$ cat src/rtl/tile_streamer_pkg.sv
// Shared types and constants for the tile read streamer.
package tile_streamer_pkg;

  typedef enum logic [1:0] {
    IDLE  = 2'd0,
    RUN   = 2'd1,
    DRAIN = 2'd2,
    DONE  = 2'd3
  } state_t;

  // Output buffer depth: covers one read in flight plus one beat held under stall.
  localparam int BufDepth = 2;

  // Width of the backpressure cycle counter.
  localparam int StallCntW = 32;

endpackage

$ cat src/rtl/stream_fifo.sv
// Small in-order FIFO with valid/ready on both sides and an occupancy count.
// A push into a full FIFO is accepted when a pop happens in the same cycle.
module stream_fifo #(
  parameter int Depth = 2,
  parameter int Width = 32,
  localparam int PtrW = (Depth <= 1) ? 1 : $clog2(Depth),
  localparam int CntW = $clog2(Depth + 1)
) (
  input  logic             clk_i,
  input  logic             rst_i,
  input  logic             in_valid_i,
  output logic             in_ready_o,
  input  logic [Width-1:0] in_data_i,
  output logic             out_valid_o,
  input  logic             out_ready_i,
  output logic [Width-1:0] out_data_o,
  output logic [CntW-1:0]  count_o
);

  logic [Width-1:0] r_mem [Depth];
  logic [PtrW-1:0]  r_wr_ptr;
  logic [PtrW-1:0]  r_rd_ptr;
  logic [CntW-1:0]  r_count;
  logic             w_push;
  logic             w_pop;

  function automatic logic [PtrW-1:0] ptr_inc(input logic [PtrW-1:0] ptr);
    return (ptr == PtrW'(Depth - 1)) ? '0 : ptr + PtrW'(1);
  endfunction

  assign in_ready_o  = (r_count != CntW'(Depth)) || out_ready_i;
  assign out_valid_o = (r_count != '0);
  assign w_push      = in_valid_i && in_ready_o;
  assign w_pop       = out_valid_o && out_ready_i;
  assign out_data_o  = r_mem[r_rd_ptr];
  assign count_o     = r_count;

  // Storage, pointers and occupancy; storage is cleared so the output reads 0 after reset.
  always_ff @(posedge clk_i or posedge rst_i) begin
    if (rst_i) begin
      for (int i = 0; i < Depth; i++) begin
        r_mem[i] <= '0;
      end
      r_wr_ptr <= '0;
      r_rd_ptr <= '0;
      r_count  <= '0;
    end else begin
      if (w_push) begin
        r_mem[r_wr_ptr] <= in_data_i;
        r_wr_ptr        <= ptr_inc(r_wr_ptr);
      end
      if (w_pop) begin
        r_rd_ptr <= ptr_inc(r_rd_ptr);
      end
      case ({w_push, w_pop})
        2'b10:   r_count <= r_count + CntW'(1);
        2'b01:   r_count <= r_count - CntW'(1);
        default: ;
      endcase
    end
  end

endmodule

$ cat src/rtl/tile_read_streamer.sv
// Streams a contiguous or strided block of NumPorts-wide vectors out of a
// multi-port memory with a fixed 1-cycle read latency, as a valid/ready stream.
// Reads are only issued when the 2-entry buffer is guaranteed room, so
// backpressure never drops or duplicates a beat.
// Optional: define TILE_STREAMER_STALL_CNT_EN to build the saturating
// backpressure counter on stall_cnt_o (otherwise it is tied to 0).
module tile_read_streamer
  import tile_streamer_pkg::*;
#(
  parameter int DataWidth = 8,
  parameter int NumPorts  = 4,
  parameter int DataDepth = 4096,
  parameter int AddrWidth = (DataDepth <= 1) ? 1 : $clog2(DataDepth),
  parameter int LenWidth  = 16
) (
  input  logic                                    clk_i,
  input  logic                                    rst_i,
  input  logic                                    start_i,
  input  logic        [AddrWidth-1:0]             base_addr_i,
  input  logic        [LenWidth-1:0]              stride_i,
  input  logic        [LenWidth-1:0]              num_vec_i,
  output logic                                    busy_o,
  output logic                                    done_o,
  output logic        [NumPorts-1:0][AddrWidth-1:0] mem_addr_o,
  output logic        [NumPorts-1:0]              mem_we_o,
  input  logic signed [NumPorts-1:0][DataWidth-1:0] mem_rd_data_i,
  output logic signed [NumPorts-1:0][DataWidth-1:0] out_data_o,
  output logic                                    out_valid_o,
  input  logic                                    out_ready_i,
  output logic        [StallCntW-1:0]             stall_cnt_o
);

  localparam int AccW = AddrWidth + LenWidth;
  localparam int CntW = $clog2(BufDepth + 1);
  localparam int OccW = CntW + 1;

  state_t                             r_state;
  state_t                             w_next_state;
  logic   [AccW-1:0]                  r_vec_addr;
  logic   [LenWidth-1:0]              r_stride;
  logic   [LenWidth-1:0]              r_remaining;
  logic                               r_inflight;
  logic                               r_done;
  logic   [NumPorts-1:0][AddrWidth-1:0] r_addr;
  logic   [NumPorts-1:0][AddrWidth-1:0] w_addr;
  logic                               w_accept;
  logic                               w_issue;
  logic                               w_pop;
  logic                               w_push;
  logic                               w_fifo_in_ready;
  logic   [CntW-1:0]                  w_fifo_count;
  logic   [OccW-1:0]                  w_occupancy;
  logic   [OccW-1:0]                  w_limit;
  logic   [NumPorts*DataWidth-1:0]    w_fifo_out;

  assign w_pop    = out_valid_o && out_ready_i;
  // The issue rule already guarantees room; the gate only keeps a push from
  // ever landing on a full buffer.
  assign w_push   = r_inflight && w_fifo_in_ready;
  assign busy_o   = (r_state == RUN) || (r_state == DRAIN);
  assign done_o   = r_done;
  assign mem_we_o = '0;
  assign out_data_o = w_fifo_out;

  // State register.
  always_ff @(posedge clk_i or posedge rst_i) begin
    if (rst_i) begin
      r_state <= IDLE;
    end else begin
      r_state <= w_next_state;
    end
  end

  // Next state, start acceptance and read issue (credit: buffered + in flight - popping < depth).
  always_comb begin
    w_next_state = r_state;
    w_accept     = 1'b0;
    w_issue      = 1'b0;
    w_occupancy  = OccW'(w_fifo_count) + OccW'(r_inflight);
    w_limit      = OccW'(BufDepth) + OccW'(w_pop);
    case (r_state)
      IDLE: begin
        if (start_i) begin
          w_accept     = 1'b1;
          w_next_state = (num_vec_i == '0) ? DONE : RUN;
        end
      end
      RUN: begin
        if (w_occupancy < w_limit) begin
          w_issue = 1'b1;
          if (r_remaining == LenWidth'(1)) begin
            w_next_state = DRAIN;
          end
        end
      end
      DRAIN: begin
        if (!r_inflight &&
            ((w_fifo_count == '0) || ((w_fifo_count == CntW'(1)) && w_pop))) begin
          w_next_state = DONE;
        end
      end
      DONE: begin
        w_next_state = IDLE;
      end
      default: begin
        w_next_state = IDLE;
      end
    endcase
  end

  // Per-port addresses of the current vector; wrap-around is silent truncation.
  always_comb begin
    for (int p = 0; p < NumPorts; p++) begin
      w_addr[p] = r_vec_addr[AddrWidth-1:0] + AddrWidth'(p);
    end
  end

  // The bus shows the vector being read this cycle and otherwise holds the last one.
  assign mem_addr_o = w_issue ? w_addr : r_addr;

  // Job parameters, vector address accumulator, read-in-flight flag and done pulse.
  always_ff @(posedge clk_i or posedge rst_i) begin
    if (rst_i) begin
      r_vec_addr  <= '0;
      r_stride    <= '0;
      r_remaining <= '0;
      r_inflight  <= 1'b0;
      r_done      <= 1'b0;
      r_addr      <= '0;
    end else begin
      r_inflight <= w_issue;
      r_done     <= (r_state == DONE);
      if (w_accept) begin
        r_vec_addr  <= AccW'(base_addr_i);
        r_stride    <= stride_i;
        r_remaining <= num_vec_i;
      end else if (w_issue) begin
        r_vec_addr  <= r_vec_addr + AccW'(r_stride);
        r_remaining <= r_remaining - LenWidth'(1);
        r_addr      <= w_addr;
      end
    end
  end

  stream_fifo #(
    .Depth (BufDepth),
    .Width (NumPorts * DataWidth)
  ) u_fifo (
    .clk_i       (clk_i),
    .rst_i       (rst_i),
    .in_valid_i  (w_push),
    .in_ready_o  (w_fifo_in_ready),
    .in_data_i   (mem_rd_data_i),
    .out_valid_o (out_valid_o),
    .out_ready_i (out_ready_i),
    .out_data_o  (w_fifo_out),
    .count_o     (w_fifo_count)
  );

`ifdef TILE_STREAMER_STALL_CNT_EN
  logic [StallCntW-1:0] r_stall_cnt;

  function automatic logic [StallCntW-1:0] sat_inc(input logic [StallCntW-1:0] v);
    return (v == '1) ? v : v + StallCntW'(1);
  endfunction

  // Backpressure cycles of the current job; cleared on start, held after done.
  always_ff @(posedge clk_i or posedge rst_i) begin
    if (rst_i) begin
      r_stall_cnt <= '0;
    end else if (w_accept) begin
      r_stall_cnt <= '0;
    end else if (out_valid_o && !out_ready_i) begin
      r_stall_cnt <= sat_inc(r_stall_cnt);
    end
  end

  assign stall_cnt_o = r_stall_cnt;
`else
  assign stall_cnt_o = '0;
`endif

endmodule

$ cat config.mk
export PLATFORM = sky130hd
export DESIGN_NAME = tile_read_streamer
export DESIGN_NICKNAME = d
export VERILOG_FILES = /design/src/rtl/tile_streamer_pkg.sv /design/src/rtl/stream_fifo.sv /design/src/rtl/tile_read_streamer.sv
export SDC_FILE = /design/constraint.sdc
export NUM_CORES = 1
export LEC_CHECK = 0
export ABC_AREA = 1
export BUFFER_PORTS_ARGS = -buffer_cell sky130_fd_sc_hd__buf_2
export CAP_MARGIN = 40
export CORE_MARGIN = 4
export CORE_UTILIZATION = 32
export DETAILED_ROUTE_END_ITERATION = 8
export GPL_ROUTABILITY_DRIVEN = 1
export GPL_TIMING_DRIVEN = 0
export SYNTH_ARGS = -nofsm -noshare
export SYNTH_HDL_FRONTEND = slang
export SYNTH_SLANG_ARGS = --single-unit
$ cat constraint.sdc
create_clock -name clk_i -period 5.44 [get_ports clk_i]
set_clock_uncertainty 0.1 [all_clocks]
set_input_delay 0.272 -clock clk_i [delete_from_list [all_inputs] [get_ports clk_i]]
set_output_delay 0.272 -clock clk_i [all_outputs]
set_load 0.03 [all_outputs]
[Yosys cells after proc, flatten, opt, wreduce, memory -nomap -nowiden]
Cells that the tools add are included.
Storage, ports and cells
  bits in registers: 180
  logic and storage cells: 85
  input port bits: 80
  output and inout bits: 119
Operators by class
  bitwise gates (word level): 2
  $lt $le $gt $ge: 4
  muxes and demuxes: 24
  reduce and logical (&&, ||, !) cells: 17
  add/subtract/negate cells: 11
  equality and inequality tests: 12
Operators with widths (count)
  32-bit two-way mux: 4
  64-bit bitwise mux: 1
  28-bit two-way mux: 2
  48-bit two-way mux: 1
  32-bit demux with 1-bit select: 1
  16-bit two-way mux: 2
  28-bit by 16-bit adder with 28-bit output: 1
  12-bit by 2-bit adder with 12-bit output, second input constant: 2
  16-bit by 1-bit == test with 1-bit output, second input constant: 1
  16-bit logical NOT: 1
  16-bit by 1-bit subtractor with 16-bit output, second input constant: 1
  12-bit by 1-bit adder with 12-bit output, second input constant: 1
  2-bit two-way mux: 5
  2-bit case mux with 4 select lines: 1
  2-bit by 1-bit == test with 1-bit output, second input constant: 3
  2-bit == test, second input constant: 3
  1-bit logical AND: 6
  1-bit two-way mux: 6
  2-bit by 1-bit != test with 1-bit output, second input constant: 3
  2-bit nonzero test: 3
  2-bit >= comparator, second input constant: 2
  2-bit logical NOT: 2
  2-bit != test, second input constant: 2
  1-bit NOT with 2-bit output: 2
  11 further kinds: 14

[Depth between registers and ports, before layout]
Gate-level depths: netlist (run 1).
  depth in word-level cells: 8
  depth in mapped cells: 12
  gate-level depth less buffers: 12

[By module]
From an unflattened synthesis (run 1), not the netlist that was laid out.
Second synthesis, totals
  cells, all modules: 1287
  area total of the unflattened synthesis: 9441.6 um2
By module, submodules not included
  tile_read_streamer: seq. area each 2302.2 um2, area an instance 6152.2 um2, cells an instance 872, instances 1
  stream_fifo: seq. area each 1701.6 um2, area an instance 3289.4 um2, cells an instance 415, instances 1

[Least setup slack after synthesis (run 1)]
No wires, ideal clock.
  path type: register to output
  start: register u_fifo.r_count[0] (netlist: u_fifo.count_o[0])
  end: output port mem_addr_o[10] in the netlist's numbering
  stages on the path, launching flop included: 10
  buffers on the path: 2
  required time: 5.068 ns
  path slack: 2.884 ns
  arrival time: 2.184 ns
  path through: dfrtp_1 inv_1 ha_1 inv_2 nand2_2 o21ai_2 nand3_2 buf_2 clkbuf_1 o21ai_0
RTL lines
  start, declared: RTL line stream_fifo.sv:23  | logic [CntW-1:0] r_count;
  start signal, assigned: RTL line stream_fifo.sv:56  | 2'b10: r_count <= r_count + CntW'(1);
  start signal, assigned: RTL line stream_fifo.sv:57  | 2'b01: r_count <= r_count - CntW'(1);
  end, declared: RTL line tile_read_streamer.sv:24  | output logic [NumPorts-1:0][AddrWidth-1:0] mem_addr_o,

==> results.sh, run 1 <==
export IMPL_worstPathCellList="ha_1 > inv_1 > nor2_1 > nand2_1 > xor2_1 > inv_1 > o21ai_0 > buf_2"
export IMPL_cts_resized=0
export IMPL_clockPowerShare=0.153
export IMPL_crit_fanout=8
export IMPL_ctsRootBufferMaster="clkbuf_16"
export IMPL_ir_drop_mv=0.408
export IMPL_p_sw_frac=0.525
export IMPL_avgSynthCellArea_um2=7.32
export IMPL_start_kind="register"
export IMPL_yosysWarnings=0
export IMPL_core_rowCount=61
export IMPL_clock_latency_ps=430
export IMPL_io_buffers=158
export IMPL_r2r_slack_ps=3200
export IMPL_period_needed_ps=3060
export IMPL_netlist_instances=1248
export IMPL_layout_commonest_cell="nand2_1"
export IMPL_cp_endpoint="mem_addr_o[33]"
export IMPL_cpLargestDelayFamily="flip-flops"
export IMPL_relSlewSlack=0.600
export IMPL_holdWs_ps=12.5
export IMPL_nets=1606
export IMPL_clockBufferDepth=2
export IMPL_synth_seq_cells=160
export IMPL_period_share=0.563
export IMPL_antenna_found_initial=0
export IMPL_grt_pass1_wl_mm=42.9
export IMPL_viasPerCell=4.50
export IMPL_leakagePower_nw=6.19
export IMPL_combPwrFrac=0.584
export IMPL_clock_fmax_mhz=327
export IMPL_cpPeakStageDelay_ps=560
export IMPL_core_area_mm2=0.0280
export IMPL_finalSetupViolations=0
export IMPL_clkSinkCount=160
export IMPL_crit_buf_inv=3
export IMPL_ys_seq_area_frac=0.438
export IMPL_critical_path_arrival_ps=2690
export IMPL_grt_pass1_vias=8289
export IMPL_rsz0062_at_grt="no"
export IMPL_gp_congestion=0.887
export IMPL_die_h_um=177
export IMPL_reg2regPathDepth=8
export IMPL_status="complete, no violations"
export IMPL_yosys_top_cells_area="dfrtp_1 44%, nand2_1 20%, o21ai_0 7.9%"
export IMPL_drtIter0Drc=556
export IMPL_power_frac_seq=0.263
export IMPL_numCtsBuffers=17
export IMPL_criticalPathCategory="reg2out"
export IMPL_finalWirelength_mm=26.6
export IMPL_dieArea_mm2=0.0313
export IMPL_grt_max_degree=110
export IMPL_powerDensity_mw_per_mm2=694
export IMPL_overflow=0
export IMPL_ant_nets=0
export IMPL_die_w_um=177
export IMPL_firstDrtPassIters=5
export IMPL_cp_common_cell="inv_1"
export IMPL_wl_per_cell_um=14.1
export IMPL_drive_above_1_share=0.179
export IMPL_cap_violations=0
export IMPL_grt_total_usage=0.171
export IMPL_io_pin_count=199
export IMPL_tightest_slew_ps=600
export IMPL_netlist_area_mm2=0.00914
export IMPL_synth_cell_type_count=35
export IMPL_final_hold_viol_count=0
export IMPL_slew_violations=0
export IMPL_reg2reg_from="r_state[0]"
export IMPL_num_vias=8495
export IMPL_p_total_mw=8.00
export IMPL_area_delta_synth_final_pct=26.2
export IMPL_cts_htree_levels=4
export IMPL_drc=0
export IMPL_dpl_hpwl_mm=19.7
export IMPL_p_int_mw=3.80
export IMPL_endpoint_kind="primary output"
export IMPL_hold_path_class="in2reg"
export IMPL_slowest_stage="dfrtp_1"
export IMPL_diodes=0
export IMPL_crit_cells=8
export IMPL_cts_clk_slew_worst_paths_ps=80
export IMPL_worstPathRequired_ps=5070
export IMPL_crit_start="r_vec_addr[2]"
export IMPL_final_cell_mix="493 x nand2_1, 173 x buf_2, 160 x dfrtp_1"
export IMPL_start_util=0.326
export IMPL_yosysTopAreaCellShare=0.438
export IMPL_cts_tree="built"
export IMPL_reg2reg_to="r_addr[40]"
export IMPL_synth_largest_area_cell="dfrtp_1"
export IMPL_switchingPower_mw=4.20
## how the worst min path moves through the flow
stage / startpoint / end / cells after the start
3_3_place_gp: r_addr[46] / r_addr[46] / 2
5_1_grt: mem_rd_data_i[9] / u_fifo.r_mem[41] / 3
4_1_cts: mem_rd_data_i[1] / u_fifo.r_mem[1] / 3
6_report: mem_rd_data_i[1] / u_fifo.r_mem[1] / 3
3_5_place_dp: rst_i / u_fifo.r_mem[23] / 2
2_1_floorplan: stride_i[0] / r_stride[0] / 2
## what timing repair did
item	CTS	global route
endpoints found under the hold margin	88	0
buffers inserted	0	0
hold buffers	36	0
## Yosys cell counts, drive strengths merged
| cell | count |
|---|---|
| nand2 | 496 |
| inv | 132 |
| fa | 1 |
| conb | 1 |
| nand4 | 5 |
| o211ai | 5 |
| ha | 28 |
| o21a | 4 |
| or2 | 5 |
| xor2 | 36 |
| nand3b | 2 |
| o21bai | 1 |
| nand3 | 47 |
| buf | 65 |
| clkinv | 5 |
| nor3 | 4 |
| a21oi | 10 |
| xnor2 | 7 |
| o21ai | 156 |
| nor2 | 55 |
| a31oi | 1 |
| dfrtp | 160 |
| clkbuf | 22 |
## worst register-to-register path, stage by stage (launching register included)
cell      delay (ps)
dfrtp_1          400
inv_1            100
ha_1             230
nand2_1           90
buf_2            250
inv_2            150
nor2_4           180
clkbuf_1         440
o21ai_0          170
## flip-flops by register name (all words and copies together), names as in the netlist
name             count
r_vec_addr          12
r_addr              48
done_o               1
r_inflight           1
u_fifo.r_mem        64
u_fifo.r_rd_ptr      1
r_remaining         16
u_fifo.count_o       2
r_state              2
u_fifo.r_wr_ptr      1
r_stride            12
## metrics by stage
stage               setup TNS (ps)  cells  worst slack (ps)  utilization  area, um^2
CTS                              0   1888              2330        0.412       11500
finish                           0   1888              2380        0.412       11500
detailed placement               0   1820              2820        0.377       10600
floorplan                        0   1283               748            -        9270
global route                     0   1888              2210        0.412       11500
global placement           -228490   1819             -1450        0.376       10500
## logic make-up after synthesis
family / Yosys count / synth area share
and+or+nand+nor: 614 / 0.265
buffers and inverters: 224 / 0.115
DFF: 160 / 0.438
AOI/OAI and AO/OA: 177 / 0.100
other: 1 / 0.000410
adders and majority gates: 29 / 0.0405
xor gates and xnor gates: 43 / 0.0412
## per-layer routing
metal	global-route usage	wire length [um]
met4	0.0442	436
met1	0.238	12700
met2	0.277	12000
met5	0	0
met3	0.0299	1440
## power by group through the flow
stage,logic (mW),registers [mW],clock network (mW)
global placement,4.61,2.10,0
detailed placement,4.67,2.12,0
floorplan,3.38,2.02,0
finish,4.67,2.10,1.23
global route,5.20,2.17,1.31
CTS,4.71,2.10,1.25
## area by class of cell
cell class	instances	area, um^2
plain buffers	87	533
multi-input cells	899	4220
flip-flops and latches	160	4000
clock buffers	18	439
clock inverters	14	164
inverters	137	522
well taps	378	473
fillers	2896	16500
repair buffers	195	1180
No activity file was read; power rests on OpenSTA's default activity.
==> inputs of run 2 (changes only) <==
==> constraint.sdc (replaced) <==
create_clock -name clk_i -period 3.1 [get_ports clk_i]
set_clock_uncertainty 0.1 [all_clocks]
set_input_delay 0.155 -clock clk_i [delete_from_list [all_inputs] [get_ports clk_i]]
set_output_delay 0.155 -clock clk_i [all_outputs]
set_load 0.03 [all_outputs]
==> run 2 against run 1 <==
Compared with the run above: first-iteration DRC count grew 6.5%; total power grew 77%; via count grew 1.0%; worst hold slack gained 11 ps; largest cell class unchanged.
==> results.sh, run 2 (synthesized netlist as in run 1, its figures left out) <==
export IMPL_io_buffers=158
export IMPL_ant_nets=0
export IMPL_clockPowerShare=0.155
export IMPL_worstPathRequired_ps=2840
export IMPL_switchingPower_mw=7.36
export IMPL_diodes=0
export IMPL_core_rowCount=61
export IMPL_start_util=0.326
export IMPL_powerDensity_mw_per_mm2=1180
export IMPL_period_share=0.945
export IMPL_die_w_um=177
export IMPL_io_pin_count=199
export IMPL_gp_congestion=0.865
export IMPL_period_needed_ps=2930
export IMPL_start_kind="register"
export IMPL_pre_cts_ws_ps=557
export IMPL_dieArea_mm2=0.0313
export IMPL_tightest_slew_ps=657
export IMPL_hold_path_class="in2reg"
export IMPL_power_frac_seq=0.261
export IMPL_rsz0062_at_grt="no"
export IMPL_final_cell_mix="493 x nand2_1, 173 x buf_2, 160 x dfrtp_1"
export IMPL_drc=0
export IMPL_cts_tree="built"
export IMPL_viasPerCell=4.45
export IMPL_p_int_mw=6.77
export IMPL_reg_top3="u_fifo.r_mem x64, r_addr x48, r_remaining x16"
export IMPL_firstDrtPassIters=7
export IMPL_leakagePower_nw=6.39
export IMPL_antenna_found_initial=0
export IMPL_largest_reg_flops=64
export IMPL_ir_drop_mv=0.655
export IMPL_cap_violations=0
export IMPL_drtIter0Drc=592
export IMPL_overflow=0
export IMPL_grt_pass1_wl_mm=42.9
export IMPL_clockBufferDepth=2
export IMPL_cts_clk_slew_worst_paths_ps=70
export IMPL_criticalPathCategory="reg2out"
export IMPL_crit_fanout=8
export IMPL_top_register="u_fifo.r_mem"
export IMPL_wl_met1_mm=12.6
export IMPL_dpl_hpwl_mm=20.1
export IMPL_clkSinkCount=160
export IMPL_slew_violations=0
export IMPL_num_vias=8580
export IMPL_dr_wl_met3_mm=1.33
export IMPL_clock_latency_ps=430
export IMPL_final_cell_count_no_fill=1929
export IMPL_numCtsBuffers=17
export IMPL_final_hold_viol_count=0
export IMPL_area_delta_synth_final_pct=31.2
export IMPL_post_cts_setup_buffer_count=0
export IMPL_ctsRootBufferMaster="clkbuf_16"
export IMPL_grt_max_degree=35
export IMPL_cts_htree_levels=4
export IMPL_core_area_mm2=0.0280
export IMPL_nets=1647
export IMPL_highest_layer="met4"
export IMPL_setup_slack_ps=170
export IMPL_wl_per_cell_um=13.9
export IMPL_layout_commonest_cell="nand2_1"
export IMPL_grt_pass1_vias=8263
export IMPL_critical_path_arrival_ps=2670
export IMPL_dp_cells=1824
export IMPL_finalSetupViolations=0
export IMPL_status="complete, no violations"
export IMPL_fillers=2832
export IMPL_combPwrFrac=0.584
export IMPL_met2WireLength_mm=12.5
export IMPL_p_sw_frac=0.521
export IMPL_endpoint_kind="primary output"
export IMPL_clock_fmax_mhz=341
export IMPL_tns_ps=0
export IMPL_drive_above_1_share=0.179
export IMPL_finalWirelength_mm=26.8
export IMPL_relSlewSlack=0.561
export IMPL_die_h_um=177
export IMPL_grt_total_usage=0.171
==> run 2: changes by cell type in the layout (fill, tap and decap cells not counted), sizes merged <==
cell         before  now
clkinv           10   13
buf             224  228
dlygate4sd3      36   73
clkbuf           40   39
inv             140  137
bufinv            0    1
==> run 2: area by class of cell <==
class                      count  area, um^2  area share
buffer                        87         536      0.0447
clock buffer                  17         425      0.0355
clock inverter                15         193      0.0161
inverter                     137         518      0.0432
multi-input combinational    899        4220       0.352
sequential                   160        4000       0.334
tap                          378         473      0.0394
timing repair buffer         236        1620       0.135
==> run 2: critical path, cell delays in order (launching register included) <==
cell and delay (ps):
dfrtp_1 560, ha_1 370, inv_1 100, nor2_1 330, nand2_1 150, xor2_1 160
inv_1 60, o21ai_0 240, buf_2 260
==> run 2: routing by layer <==
metal  global-route usage  vias to the layer above
li1                     -                     4369
met1                0.238                     3952
met2                0.280                      236
met3               0.0297                       23
met4               0.0371                        0
met5                    0                        -
==> run 2: what timing repair did <==
item	4_1_cts	5_1_grt
hold buffers	73	0
gates resized for setup	0	5
endpoints found under the hold margin	125	0
endpoints found under the setup margin	0	5
==> run 2: worst paths after layout <==
kind	from	endpoint	slack [ps]	depth (start not counted)
max	r_vec_addr[2]	mem_addr_o[33]	170	8
min	num_vec_i[11]	r_remaining[11]	20	5
max reg2reg	r_state[0]	r_vec_addr[5]	920	10
min reg2reg	r_addr[7]	r_addr[7]	390	2
max in group asynchronous	rst_i	r_state[0]	1690	6
min in group asynchronous	rst_i	r_addr[0]	260	3
==> run 2: stage by stage <==
step	hold WS, ps	cell area, um^2	power, mW	utilization
after CTS	1.06	12000	14.2	0.428
after global routing	55.0	12000	15.3	0.428
after detailed placement	178	10600	11.9	0.380
after floorplan	165	9280	9.48	-
final	23.3	12000	14.1	0.428
after global placement	248	10500	11.8	0.376
==> run 2: power groups by stage <==
| stage | registers (mW) | logic (mW) | clock network [mW] |
|---|---|---|---|
| final | 3.69 | 8.26 | 2.19 |
| after global routing | 3.80 | 9.18 | 2.33 |
| after CTS | 3.68 | 8.31 | 2.24 |
| after detailed placement | 3.71 | 8.20 | 0 |
| after global placement | 3.69 | 8.08 | 0 |
| after floorplan | 3.55 | 5.93 | 0 |
